==> config.mk <==
export PLATFORM = sky130hd
export DESIGN_NAME = spi_rx_state
export DESIGN_NICKNAME = d
export VERILOG_FILES = /design/src/rtl/spi_rx_state.sv
export SDC_FILE = /design/constraint.sdc
export NUM_CORES = 1
export LEC_CHECK = 0
export CAP_MARGIN = 0
export CORE_ASPECT_RATIO = 0.5
export CORE_MARGIN = 3
export CORE_UTILIZATION = 38
export CTS_CLUSTER_SIZE = 25
export DETAILED_ROUTE_END_ITERATION = 6
export PLACE_DENSITY = 0.71
export SYNTH_ARGS = -nofsm -noshare
export SYNTH_HDL_FRONTEND = slang
export SYNTH_HIERARCHICAL = 1
export SYNTH_SLANG_ARGS = --single-unit
==> constraint.sdc <==
create_clock -name clk -period 1.8 [get_ports clk]
set_input_delay 0.18 -clock clk [delete_from_list [all_inputs] [get_ports clk]]
set_output_delay 0.18 -clock clk [all_outputs]
set_load 0.03 [all_outputs]
==> src/rtl/spi_rx_state.sv <==
// Peripheral-side SPI receiver: oversamples cs_l/sclk/data in the clk domain and
// reassembles MSB-first frames, strobing complete words and flagging early aborts.
module spi_rx_state #(
   parameter int DATA_WIDTH  = 16,
   parameter int SYNC_STAGES = 2
) (
   input  logic                  clk,
   input  logic                  reset,
   input  logic                  spi_cs_l,
   input  logic                  spi_sclk,
   input  logic                  spi_data,
   output logic [DATA_WIDTH-1:0] dataout,
   output logic                  data_valid,
   output logic                  frame_err,
   output logic                  busy,
   output logic [4:0]            counter
);

   typedef enum logic [1:0] {
      IDLE    = 2'd0,
      RECV    = 2'd1,
      WAIT_CS = 2'd2
   } state_t;

   localparam logic [4:0] CNT_FULL = 5'(DATA_WIDTH);
   localparam logic [4:0] CNT_LAST = 5'(DATA_WIDTH - 1);

   logic [SYNC_STAGES-1:0] cs_sync_r;
   logic [SYNC_STAGES-1:0] sclk_sync_r;
   logic [SYNC_STAGES-1:0] data_sync_r;
   logic                   cs_prev_r;
   logic                   sclk_prev_r;

   logic                   cs_s;
   logic                   sclk_s;
   logic                   data_s;
   logic                   cs_fall_s;
   logic                   sclk_rise_s;

   state_t                 state_r;
   state_t                 state_nx_s;
   logic [DATA_WIDTH-1:0]  shift_r;
   logic [DATA_WIDTH-1:0]  shift_nx_s;
   logic [4:0]             counter_r;
   logic [4:0]             counter_nx_s;
   logic                   done_r;
   logic                   done_nx_s;
   logic                   frame_err_r;
   logic                   ferr_nx_s;
   logic                   busy_r;
   logic                   busy_nx_s;
   logic [DATA_WIDTH-1:0]  dataout_r;
   logic                   data_valid_r;

   // Input synchronisers; presets match an idle link (deselected, sclk low).
   always_ff @(posedge clk or negedge reset) begin
      if (!reset) begin
         cs_sync_r   <= {SYNC_STAGES{1'b1}};
         sclk_sync_r <= {SYNC_STAGES{1'b0}};
         data_sync_r <= {SYNC_STAGES{1'b0}};
         cs_prev_r   <= 1'b1;
         sclk_prev_r <= 1'b0;
      end else begin
         cs_sync_r   <= {cs_sync_r[SYNC_STAGES-2:0], spi_cs_l};
         sclk_sync_r <= {sclk_sync_r[SYNC_STAGES-2:0], spi_sclk};
         data_sync_r <= {data_sync_r[SYNC_STAGES-2:0], spi_data};
         cs_prev_r   <= cs_sync_r[SYNC_STAGES-1];
         sclk_prev_r <= sclk_sync_r[SYNC_STAGES-1];
      end
   end

   assign cs_s        = cs_sync_r[SYNC_STAGES-1];
   assign sclk_s      = sclk_sync_r[SYNC_STAGES-1];
   assign data_s      = data_sync_r[SYNC_STAGES-1];
   assign cs_fall_s   = cs_prev_r & ~cs_s;
   assign sclk_rise_s = sclk_s & ~sclk_prev_r;

   // Next-state logic; the final sampling edge takes priority over a CS abort.
   always_comb begin
      state_nx_s   = state_r;
      shift_nx_s   = shift_r;
      counter_nx_s = counter_r;
      done_nx_s    = 1'b0;
      ferr_nx_s    = 1'b0;
      case (state_r)
         IDLE: begin
            counter_nx_s = 5'd0;
            if (cs_fall_s) begin
               state_nx_s = RECV;
               shift_nx_s = {DATA_WIDTH{1'b0}};
            end else begin
               state_nx_s = IDLE;
            end
         end
         RECV: begin
            if (sclk_rise_s && (counter_r == CNT_LAST)) begin
               shift_nx_s   = {shift_r[DATA_WIDTH-2:0], data_s};
               counter_nx_s = CNT_FULL;
               done_nx_s    = 1'b1;
               state_nx_s   = WAIT_CS;
            end else if (cs_s) begin
               counter_nx_s = 5'd0;
               ferr_nx_s    = 1'b1;
               state_nx_s   = IDLE;
            end else if (sclk_rise_s) begin
               shift_nx_s   = {shift_r[DATA_WIDTH-2:0], data_s};
               counter_nx_s = counter_r + 5'd1;
            end else begin
               state_nx_s = RECV;
            end
         end
         WAIT_CS: begin
            if (cs_s) begin
               counter_nx_s = 5'd0;
               state_nx_s   = IDLE;
            end else begin
               counter_nx_s = CNT_FULL;
               state_nx_s   = WAIT_CS;
            end
         end
         default: begin
            counter_nx_s = 5'd0;
            state_nx_s   = IDLE;
         end
      endcase
      busy_nx_s = (state_nx_s == RECV) || (state_nx_s == WAIT_CS);
   end

   // State, shift register and registered status outputs.
   always_ff @(posedge clk or negedge reset) begin
      if (!reset) begin
         state_r     <= IDLE;
         shift_r     <= {DATA_WIDTH{1'b0}};
         counter_r   <= 5'd0;
         done_r      <= 1'b0;
         frame_err_r <= 1'b0;
         busy_r      <= 1'b0;
      end else begin
         state_r     <= state_nx_s;
         shift_r     <= shift_nx_s;
         counter_r   <= counter_nx_s;
         done_r      <= done_nx_s;
         frame_err_r <= ferr_nx_s;
         busy_r      <= busy_nx_s;
      end
   end

   // Word is published the cycle after the last bit lands in the shifter.
   always_ff @(posedge clk or negedge reset) begin
      if (!reset) begin
         dataout_r    <= {DATA_WIDTH{1'b0}};
         data_valid_r <= 1'b0;
      end else if (done_r) begin
         dataout_r    <= shift_r;
         data_valid_r <= 1'b1;
      end else begin
         data_valid_r <= 1'b0;
      end
   end

   assign dataout    = dataout_r;
   assign data_valid = data_valid_r;
   assign frame_err  = frame_err_r;
   assign busy       = busy_r;
   assign counter    = counter_r;

   spi_rx_state_chk #(
      .DATA_WIDTH (DATA_WIDTH)
   ) u_chk (
      .clk        (clk),
      .reset      (reset),
      .data_valid (data_valid_r),
      .frame_err  (frame_err_r),
      .busy       (busy_r),
      .counter    (counter_r)
   );

endmodule

// Protocol invariants of the receiver outputs.
module spi_rx_state_chk #(
   parameter int DATA_WIDTH = 16
) (
   input logic       clk,
   input logic       reset,
   input logic       data_valid,
   input logic       frame_err,
   input logic       busy,
   input logic [4:0] counter
);

   a_no_overlap: assert property (@(posedge clk) disable iff (!reset)
      !(data_valid && frame_err));

   a_valid_pulse: assert property (@(posedge clk) disable iff (!reset)
      data_valid |=> !data_valid);

   a_err_pulse: assert property (@(posedge clk) disable iff (!reset)
      frame_err |=> !frame_err);

   a_cnt_range: assert property (@(posedge clk) disable iff (!reset)
      counter <= 5'(DATA_WIDTH));

   a_idle_cnt: assert property (@(posedge clk) disable iff (!reset)
      !busy |-> (counter == 5'd0));

endmodule

Yosys cells after proc, flatten, opt, wreduce, memory -nomap -nowiden
Cells that the tools add are included.

word-level totals
  memories kept = 0
  ROM bits = 0
  register bits after elaboration = 51
  bits in latches = 0
  input port bits = 5
  bits in writable memories = 0

cells by class
  reduce and logical (&&, ||, !) cells = 5
  bitwise gates (word level) = 4
  muxes and demuxes = 22
  add/subtract/negate cells = 1
  multipliers = 0
  magnitude comparators = 0
  divide/modulo/power cells = 0
  eq/ne operators = 9
  shift-type cells = 0

operators by type and width
  cell                 number
  $mux 16              4
  $pmux 16 s2          1
  $mux 5               4
  $pmux 5 s2           1
  $mux 2               4
  $mux 1               7
  $ne 3x3->1 const B   2
  $pmux 2 s3           1
  $add 5x1->5 const B  1
  $eq 5x4->1 const B   1
  $eq 2x1->1 const B   2
  $eq 2x2->1 const B   2
  $ne 4x4->1 const B   1
  $reduce_and 4->1     1
  $and 1x1->1          2
  $logic_not 2->1      1
  $ne 2x2->1 const B   1
  $not 1->1            2
  $reduce_bool 2->1    1
  $logic_and 1x1->1    1
  $logic_or 1x1->1     1

Depth between registers and ports, before layout
  depth in word-level cells = 8
  gate-level depth with buffers = 8
  mapped depth without buffers = 7

Worst setup path after synthesis
Ideal clock, no wire load.

  path type = register to register
  start = register counter_r[0], in the netlist counter[0]
  end = register busy_r, in the netlist busy
  setup slack = -0.179 ns
  arrival = 1.901 ns
  clock period less this slack = 1.979 ns
  cell stages (with the launch flop) = 8
  required time = 1.723 ns
  path through = dfrtp_1 -> ha_1 -> and3_1 -> ha_1 -> and4b_1 -> a311oi_1 -> o21ai_0 -> a21oi_1

on the way
  word-level cells in the longest chain between the ends = 6
  elaborated cells on any way between the ends = 7
  those cells by class = 3 x eq/ne; 2 x mux; 2 x reduce/logical

RTL lines
  item                                      line  RTL
  start: declaration                        44    logic [4:0] counter_r;
  start signal: assignment                  141   counter_r <= counter_nx_s;
  $eq 5x4->1 (*)                            96    if (sclk_rise_s && (counter_r == CNT_LAST)) begin
  $logic_and 1x1->1 (*)                     96
  $mux 2 (*)                                96
  $pmux 2 s3 (*)                            85    case (state_r)
  $eq 2x1->1 or $eq 2x2->1 (tied branches)  126   busy_nx_s = (state_nx_s == RECV) || (state_nx_s == WAIT_CS);
  $logic_or 1x1->1 (*)                      126
  named net busy_nx_s                       51    logic busy_nx_s;
  end signal: assignment                    144   busy_r <= busy_nx_s;
  end: declaration                          50    logic busy_r;

The timed path passes the listed nets; every way through them passes the cells marked *.
A chain may end at the register's enable or synchronous reset.

Final worst setup path
  start = register counter_r[1], in the netlist counter[1]
  end = register busy_r, in the netlist busy

The elaborated chain is that of the path after synthesis.

==> impl_metrics.toml <==
[run_status]
status = "complete, no violations"

[min_path]
hp-class = "in -> reg"

[clock_network]
clkSinkCount = 51
clkTransAtPathRegs_ns = 0.07
htree_levels = 2
insertion_delay_ns = 0.28
cts_tree = "yes"
numCtsBuffers = 5
max-clock-path-buffers = 2
clock-root-buffer = "clkbuf_16"

[detailed_routing]
dr.pass1.iters = 4
num_vias = 1368
postRouteAntennaNets = 0
drt-initial-drc-count = 20
vias_per_cell = 4.75
wirelength_mm = 3.69
drc = 0
wire_per_inst_um = 12.8

[timing]
final.min_clock_period_ns = 1.74
drv_slew = 0
rsz0062_at_grt = "true"
hold_ws_ns = 0.307
max_freq_mhz = 576
slew_headroom = 0.580
finalSetupViolCount = 0
worst_slew_pin_slew_ns = 0.629
post-route-period-util = 0.964
hold_viol = 0
skew_ns = 0.00606

[global_routing]
antenna_found_initial = 0
grt_pass1_vias = 1454
grt-ovfl-total = 0
grt_usage = 0.121
grt_pass1_wl_mm = 6.43
grt_max_degree = 31

[die]
pin_count = 29
initial_core_util = 0.415
core_mm2 = 0.00520
rows = 18
chipHeight_um = 59.3
fp.dieW_um = 113
dieArea_mm2 = 0.00668

[synth]
synth_flop_cell = "dfrtp_1"
synth-async-reset-ratio = 1.00
synth_edf_count = 0
synth_cell_types = 31
ys_seq_area_frac = 0.593
syn_area_mm2 = 0.00216
synthTopCellsByArea = "dfrtp_1 56%, mux2_2 8.3%, mux2i_1 7.4%"
synth_top_cell_by_area = "dfrtp_1"
synth.yosys.warnings = 6
ys_ff_latch = 51
yosysTopAreaCellShare = 0.556
avgSynthCellArea_um2 = 12.5
syn_nets = 184
synth_cells = 173

[finish]
nets = 228
antennaDiodeCount = 0
layout.cells.most_common = "dfrtp_1"
drive_gt1_frac = 0.252
area_delta_synth_final_pct = 30.9
mostFrequentLayoutCells = "46 x dfrtp_1, 27 x clkdlybuf4s50_1, 19 x inv_1"
layout.cells.non_filler = 288

[critical_path]
cp_slowest_cell = "dfrtp_2"
path_common_cell = "ha_4"
max_stage_delay_ns = 0.43
cp_max_fo = 5
endpoint_kind = "flip-flop"
crit_chain = "ha_4 -> and3_4 -> ha_4 -> and4b_1 -> a311oi_2 -> o21ai_1 -> a21oi_1"
required_ns = 2.01
arrival_ns = 1.94
critical_path_class = "reg -> reg"
worst_setup_path_start_kind = "flip-flop"

[placed_design]
placedCellCount = 274
dp_hpwl_mm = 2.55
io_buffers = 28
gp_congestion = 0.765

[power_and_ir_drop]
clock_power_share = 0.433
p_sw_frac = 0.217
p_int_mw = 1.92
p_per_area_mw_per_mm2 = 868
power.switching_uw = 532
irDropWorstVdd_mv = 0.495
pwr-share-seq = 0.484
cellLeakagePower_nw = 1.32
comb_power_share = 0.083
design_power_total_mw = 2.45

[flow_run]
maxCapViolCount = 0
-- path summary, 6_finish.rpt --
| check | start | slack (ns) | depth (start not counted) | to |
|---|---|---|---|---|
| max | counter[1] | 0.06 | 7 | busy |
| min | spi_cs_l | 0.31 | 1 | cs_sync_r[0] |
| max reg2reg | counter[1] | 0.06 | 7 | busy |
| min reg2reg | sclk_sync_r[0] | 0.35 | 0 | sclk_sync_r[1] |
| max in group asynchronous | reset | 0.74 | 3 | dataout[14] |
| min in group asynchronous | reset | 0.45 | 2 | counter[4] |
-- Yosys cell counts (all sizes together) (2+ instances only) --
library cell,instances
clkbuf,2
nor3,2
dfrtp,48
nand2b,4
nand2,18
dfstp,3
inv,19
mux2i,16
mux2,16
ha,6
and2b,3
a21oi,7
nor2,6
nor2b,2
o21ai,6
buf,4
-- per-stage QoR --
stage                     setup WS (ns)  instance area [um2]  utilization  setup TNS, ns
after floorplan                -0.00101                 2190            -       -0.00101
after global placement          0.00383                 2560        0.492              0
after detailed placement        -0.0274                 2560        0.492         -0.160
after CTS                      -0.00272                 2820        0.542       -0.00272
after global routing            -0.0113                 2830        0.543        -0.0113
final                            0.0643                 2830        0.543              0
-- final cells by class --
cell class              instances  area [um2]
clock buffers                   5         125
inverters                      19        71.3
multi-input cells              97         801
clock inverters                 3        43.8
repair buffers                 43         415
flip-flops and latches         51        1280
well taps                      70        87.6
fillers                       445        2380
-- registers in the layout, summed over array words and instances (netlist names) --
name and cells:
frame_err 1, counter 5, done_r 1, sclk_sync_r 2, busy 1, shift_r 16
dataout 16, sclk_prev_r 1, data_valid 1, state_r 2, data_sync_r 2, cs_sync_r 2
cs_prev_r 1
-- cell families (layout without fill, tap and decap cells) --
group | Yosys count | in the layout | synth area share
AOI/OAI and AO/OA | 17 | 17 | 0.0550
adders and majority gates | 6 | 6 | 0.0348
buffers and inverters | 25 | 70 | 0.0585
DFF | 51 | 51 | 0.593
muxes | 32 | 32 | 0.158
and+or+nand+nor | 42 | 42 | 0.101
-- worst max-delay path, delay by kind of cell, from the launching register on --
family / cells / cell delay [ns]
flip-flops: 1 / 0.43
AO/OA/AOI/OAI: 3 / 0.52
adder cells (fa/ha/maj): 2 / 0.33
AND/OR/NAND/NOR: 2 / 0.38
-- layer usage --
layer / GRT usage / share of wire / up-vias
li1: - / - / 660
met1: 0.148 / 0.46 / 687
met2: 0.207 / 0.50 / 19
met3: 0.0387 / 0.040 / 2
met4: 0.0394 / 0.0052 / 0
met5: 0 / 0 / -
-- what timing repair did --
action,4_1_cts,5_1_grt
pin swaps,4,3
buffers inserted,5,0
endpoints found under the setup margin,18,2
cloned,0,0
gates resized for setup,3,2
hold buffers,1,0
endpoints found under the hold margin,25,0
-- power groups by stage --
stage                     Sequential (mW)  Clock (mW)  Combinational (mW)
after floorplan                      1.21           0               0.116
after global placement               1.21           0               0.178
after detailed placement             1.21           0               0.182
after CTS                            1.19        1.09               0.206
after global routing                 1.19        1.14               0.227
final                                1.19        1.06               0.204
Note: power is estimated with default switching activity, not from simulation.
